<file path="src/rtl/instruction_fetch.sv">
// -----------------------------------------------------------------------------
// instruction_fetch
//   PC generation and fetch stage sitting directly in front of a
//   combinational-read instruction memory.  Each fetched word is captured with
//   its PC and a fault code into a small FIFO.  Decode drains that FIFO over a
//   valid/ready handshake.  Misaligned or out-of-range PCs are not fetched.
//   Instead a NOP entry tagged with a fault code is queued, and fetching stops
//   until execute redirects the PC.
//
// Ports
//   clk, rst_n        : clock and synchronous active-low reset
//   imem_addr_o       : byte address to instruction memory (current PC)
//   imem_instr_i      : word returned combinationally for imem_addr_o
//   redirect_valid_i  : execute requests a PC change this cycle
//   redirect_pc_i     : redirect target
//   if_valid_o        : FIFO head holds a valid entry
//   if_ready_i        : decode accepts the head this cycle
//   if_instr_o        : instruction at the FIFO head
//   if_pc_o           : PC of the FIFO head
//   if_fault_o        : 00 none, 01 misaligned, 10 out-of-range
// -----------------------------------------------------------------------------
module instruction_fetch #(
    parameter int unsigned             ADDR_WIDTH = 32,
    parameter int unsigned             DATA_WIDTH = 32,
    parameter logic [ADDR_WIDTH-1:0]   RESET_PC   = 32'h0000_0000,
    parameter int unsigned             IMEM_SIZE  = 4096,
    parameter int unsigned             FIFO_DEPTH = 2
) (
    input  logic                  clk,
    input  logic                  rst_n,
    output logic [ADDR_WIDTH-1:0] imem_addr_o,
    input  logic [DATA_WIDTH-1:0] imem_instr_i,
    input  logic                  redirect_valid_i,
    input  logic [ADDR_WIDTH-1:0] redirect_pc_i,
    output logic                  if_valid_o,
    input  logic                  if_ready_i,
    output logic [DATA_WIDTH-1:0] if_instr_o,
    output logic [ADDR_WIDTH-1:0] if_pc_o,
    output logic [1:0]            if_fault_o
);

    localparam int unsigned PTR_W = (FIFO_DEPTH > 1) ? $clog2(FIFO_DEPTH) : 1;
    localparam int unsigned CNT_W = $clog2(FIFO_DEPTH + 1);

    localparam logic [ADDR_WIDTH-1:0] LAST_PC = ADDR_WIDTH'(IMEM_SIZE - 4);
    localparam logic [DATA_WIDTH-1:0] NOP     = DATA_WIDTH'(32'h0000_0013);

    localparam logic [1:0] FLT_NONE = 2'b00;
    localparam logic [1:0] FLT_MIS  = 2'b01;
    localparam logic [1:0] FLT_OOR  = 2'b10;

    typedef enum logic {
        ST_RUN,
        ST_FAULT
    } state_t;

    typedef struct packed {
        logic [1:0]            fault;
        logic [ADDR_WIDTH-1:0] pc;
        logic [DATA_WIDTH-1:0] instr;
    } entry_t;

    state_t                  state_q, state_d;
    logic [ADDR_WIDTH-1:0]   pc_q, pc_d;
    logic [PTR_W-1:0]        rd_q, rd_d;
    logic [PTR_W-1:0]        wr_q, wr_d;
    logic [CNT_W-1:0]        count_q, count_d;
    entry_t                  hold_q;
    entry_t                  mem_q [FIFO_DEPTH];

    entry_t                  head;
    entry_t                  push_entry;
    logic                    push;
    logic                    pop;
    logic                    full;

    assign imem_addr_o = pc_q;
    assign if_valid_o  = (count_q != '0);
    assign full        = (count_q == CNT_W'(FIFO_DEPTH));
    assign pop         = if_valid_o & if_ready_i;

    // When empty the head keeps showing whatever was last presented.
    assign head        = if_valid_o ? mem_q[rd_q] : hold_q;
    assign if_instr_o  = head.instr;
    assign if_pc_o     = head.pc;
    assign if_fault_o  = head.fault;

    always_comb begin
        state_d    = state_q;
        pc_d       = pc_q;
        rd_d       = rd_q;
        wr_d       = wr_q;
        count_d    = count_q;
        push       = 1'b0;
        push_entry = '{fault: FLT_NONE, pc: pc_q, instr: imem_instr_i};

        if (redirect_valid_i) begin
            // Flush wins over the handshake: a pop this cycle is discarded.
            state_d = ST_RUN;
            pc_d    = redirect_pc_i;
            rd_d    = '0;
            wr_d    = '0;
            count_d = '0;
        end else begin
            if (pop) begin
                rd_d = rd_q + PTR_W'(1);
            end
            if (state_q == ST_RUN && (!full || pop)) begin
                push = 1'b1;
                wr_d = wr_q + PTR_W'(1);
                if (pc_q[1:0] != 2'b00) begin
                    push_entry = '{fault: FLT_MIS, pc: pc_q, instr: NOP};
                    state_d    = ST_FAULT;
                end else if (pc_q > LAST_PC) begin
                    push_entry = '{fault: FLT_OOR, pc: pc_q, instr: NOP};
                    state_d    = ST_FAULT;
                end else begin
                    pc_d = pc_q + ADDR_WIDTH'(4);
                end
            end
            count_d = count_q + CNT_W'(push) - CNT_W'(pop);
        end
    end

    always_ff @(posedge clk) begin
        if (!rst_n) begin
            state_q <= ST_RUN;
            pc_q    <= RESET_PC;
            rd_q    <= '0;
            wr_q    <= '0;
            count_q <= '0;
            hold_q  <= '0;
        end else begin
            state_q <= state_d;
            pc_q    <= pc_d;
            rd_q    <= rd_d;
            wr_q    <= wr_d;
            count_q <= count_d;
            hold_q  <= head;
        end
    end

    // Storage needs no reset; occupancy is tracked by count_q.
    // On a full FIFO with a simultaneous pop, wr_q equals rd_q.  The slot being
    // read out this cycle is the one overwritten at the edge.
    always_ff @(posedge clk) begin
        if (rst_n && push) begin
            mem_q[wr_q] <= push_entry;
        end
    end

endmodule

</file>
<file path="config.mk">
export PLATFORM = sky130hd
export DESIGN_NAME = instruction_fetch
export DESIGN_NICKNAME = d
export VERILOG_FILES = /design/src/rtl/instruction_fetch.sv
export SDC_FILE = /design/constraint.sdc
export NUM_CORES = 1
export LEC_CHECK = 0
export CORE_MARGIN = 2
export CORE_UTILIZATION = 48
export DETAILED_ROUTE_END_ITERATION = 10
export PLACE_DENSITY = 0.86
export SYNTH_ARGS = -nofsm -noshare
export SYNTH_HDL_FRONTEND = slang
export SYNTH_SLANG_ARGS = --single-unit
</file>
<file path="constraint.sdc">
create_clock -name clk -period 8.65 [get_ports clk]
set_input_delay 1.2975 -clock clk [delete_from_list [all_inputs] [get_ports clk]]
set_output_delay 1.2975 -clock clk [all_outputs]
set_load 0.02 [all_outputs]
</file>
==> flow_summary_export.csv <==
group,metric,value,unit
status,status,"complete, no violations",
job,cap_violations,0,
floorplanning,rows,51,
logic_synthesis,yosys.area.top_type,"edfxtp_1",
power_and_ir_drop,powerDensity,221,nW/um^2
worst_hold_path,hp-start,"rd_q",
routing,drt-pass1-iter-count,4,
worst_hold_path,hold_path.class,"flop to flop",
clock_tree,postCtsHoldBufs,0,
logic_synthesis,ys_async_sr_fraction,0,
logic_synthesis,synthDistinctLibCells,46,
logic_synthesis,syn-instance-count,767,
routing,vias,5933,
power_and_ir_drop,cellLeakagePower,4.06,nW
clock_tree,cts_resized,0,
clock_tree,cts_htree_levels,1,
setup_path,cp.arrival,3.25,ns
logic_synthesis,synthFlopType,"edfxtp_1",
finish,final_common_cell,"clkdlybuf4s50_1",
setup_path,crit_required,7.35,ns
setup_path,r2r_start,"imem_addr_o[27]",
clock_tree,clockBufferDepth,3,
global_routing,grt_antenna_before_repair,0,
floorplanning,chipWidth,144,um
setup_path,reg2reg_to,"mem_q[0][1]",
global_routing,grt_max_degree,101,
setup_path,crit_family,"buffers and inverters",
sta,post-route-period-util,0.526,
sta,setup_viol,0,
finish,diodes,0,
clock_tree,cts_tree,"done",
logic_synthesis,ys_seq_area_frac,0.639,
logic_synthesis,yosysTopAreaCellShare,0.419,
finish,syn_to_final_growth,25.1,%
setup_path,r2r_slack,5.80,ns
sta,setup_tns,0,ns
finish,fin_nets,957,
global_routing,grt_pass1_wl,29600,um
floorplanning,start_util,0.487,
routing,avgViaCountPerCell,5.07,
global_routing,grt_pass1_vias,5779,
worst_hold_path,hold_end,"rd_q",
clock_tree,cts_sinks,236,
sta,fin_hold_ws,0.516,ns
placement,numPortBuffers,166,
logic_synthesis,synth_area_per_cell,12.3,sq um
clock_tree,cts_buffers,24,
floorplanning,die_area,20800,sq um
global_routing,gr-total-overflow,0,
setup_path,path_class,"flop to output pin",
sta,tightest_slew,1.19,ns
clock_tree,path_clk_slew,0.06,ns
finish,drive_gt1_frac,0.0608,
routing,ant_nets,0,
logic_synthesis,synth_edf_count,132,
setup_path,reg2reg_depth,4,
floorplanning,die_h,144,um
setup_path,cp-startpoint,"count_q[1]",
setup_path,path_max_fanout,92,
logic_synthesis,syn_area,9450,sq um
sta,fmax,220,MHz
finish,nFillCells,1529,
setup_path,crit_chain,"nor2_4 > buf_4 > nand2_1 > o21ai_0 > clkdlybuf4s50_1",
setup_path,crit_buf_inv,2,
clock_tree,cts-root-buf,"clkbuf_16",
setup_path,max_stage_delay,0.73,ns
floorplanning,coreArea,19400,sq um
routing,drt-wirelength-per-cell,16.3,um
sta,post-route-min-period,4.55,ns
floorplanning,ios,167,
sta,slew_violations,0,
setup_path,cp_slowest_cell,"buf_4",
sta,rsz0062_at_grt,"false",
power_and_ir_drop,ir_drop,0.000132,V
logic_synthesis,syn_nets,837,
logic_synthesis,synth-seq-cells,236,
logic_synthesis,synth_area_leaders,"edfxtp_1 (42%), dfxtp_1 (22%), mux2i_1 (9.3%)",
clock_tree,post_cts_buffers,0,
routing,routed_wirelength,19100,um
logic_synthesis,yosysWarnings,0,
placement,place_congestion,0.794,
setup_path,cp-start-kind,"flop",
placement,hpwlAfterDp,12000,um
routing,drc,0,
worst_hold_path,whs_path_depth,2,
global_routing,grt_usage,0.180,
sta,finClkSkew,0.00993,ns
clock_tree,clk_latency,0.50,ns
sta,slew_headroom,0.207,
finish,final_cell_mix,"clkdlybuf4s50_1 (164), edfxtp_1 (132), dfxtp_1 (103)",
placement,pre_cts_slack,4.62,ns
setup_path,crit_path_end_kind,"output pin",
routing,drt_iter0_markers,321,
sta,worst_slack,4.10,ns
sta,finalHoldViolations,0,
-- tightest hold or removal path, cell delays in order, from the launching register on --
cell,delay (ns)
dfxtp_1,0.32
xor2_1,0.08
nor2_1,0.08
-- per-layer routing --
metal | vias up | part of all wire | global-route usage
met5 | - | 0 | 0
met4 | 0 | 0.023 | 0.0552
met3 | 31 | 0.062 | 0.0321
met2 | 193 | 0.50 | 0.315
met1 | 2774 | 0.42 | 0.229
li1 | 2935 | - | -
-- state kept, by name (all words and copies together), names as in the netlist, named ones only --
name / count
wr_q: 1
rd_q: 1
mem_q: 132
count_q: 2
hold_q: 66
imem_addr_o: 32
state_q: 1
-- report_power, final --
group / leakage [nW] / switching (W) / internal [W]
clock: 0.365 / 0.000399 / 0.000586
sequential: 2.08 / 0.0000328 / 0.00124
combinational: 1.61 / 0.000186 / 0.000161
total: 4.06 / 0.000618 / 0.00199
-- cell families (layout without fill, tap and decap cells) --
group / after synthesis / after routing / share of synthesized area
AOI/OAI and AO/OA: 96 / 96 / 0.0553
DFF: 236 / 236 / 0.639
adders and majority gates: 2 / 2 / 0.00265
buffers and inverters: 81 / 219 / 0.0480
xor gates and xnor gates: 4 / 4 / 0.00371
muxes: 89 / 89 / 0.0944
and+or+nand+nor: 259 / 259 / 0.156
-- per-stage QoR --
step	instances	instance area (sq um)	power, W	util
finish	1170	11800	0.00261	0.610
global route	1170	11800	0.00271	0.610
CTS	1170	11800	0.00264	0.610
detailed placement	1126	11100	0.00165	0.571
global placement	1126	11100	0.00164	0.571
floorplan	767	9460	0.00150	-
-- how the worst max path moves through the flow --
stage	to	depth (start not counted)
after floorplan	mem_q[0][0]	4
after global placement	if_instr_o[13]	5
after detailed placement	if_pc_o[17]	5
after CTS	if_instr_o[11]	5
after global routing	if_pc_o[15]	5
final	if_pc_o[20]	5
-- Yosys cell counts (3+ instances only) --
cell and number:
nor2b_1 23, and3_1 4, nand3_1 10, nand4_1 6
dfxtp_1 104, o21ai_0 75, inv_1 4, clkbuf_1 36
nor4_2 4, nand2_1 71, or4_1 3, a211oi_1 3
xnor2_1 3, and4_1 3, edfxtp_1 132, mux2i_1 88
nand2b_1 4, buf_4 33, nor2_1 11, a31oi_1 5
and2_1 96, buf_2 6, nor4_1 5, nor3_1 8
o211ai_1 3
-- cell type report --
type	count	area, sq um	area share
clock inverters	5	46.3	0.00391
repair buffers	171	1690	0.143
flip-flops and latches	236	6050	0.512
multi-input cells	450	2990	0.252
clock buffers	39	708	0.0599
inverters	4	15.0	0.00127
well taps	265	332	0.0280
Note: power is estimated with default switching activity, not from simulation.
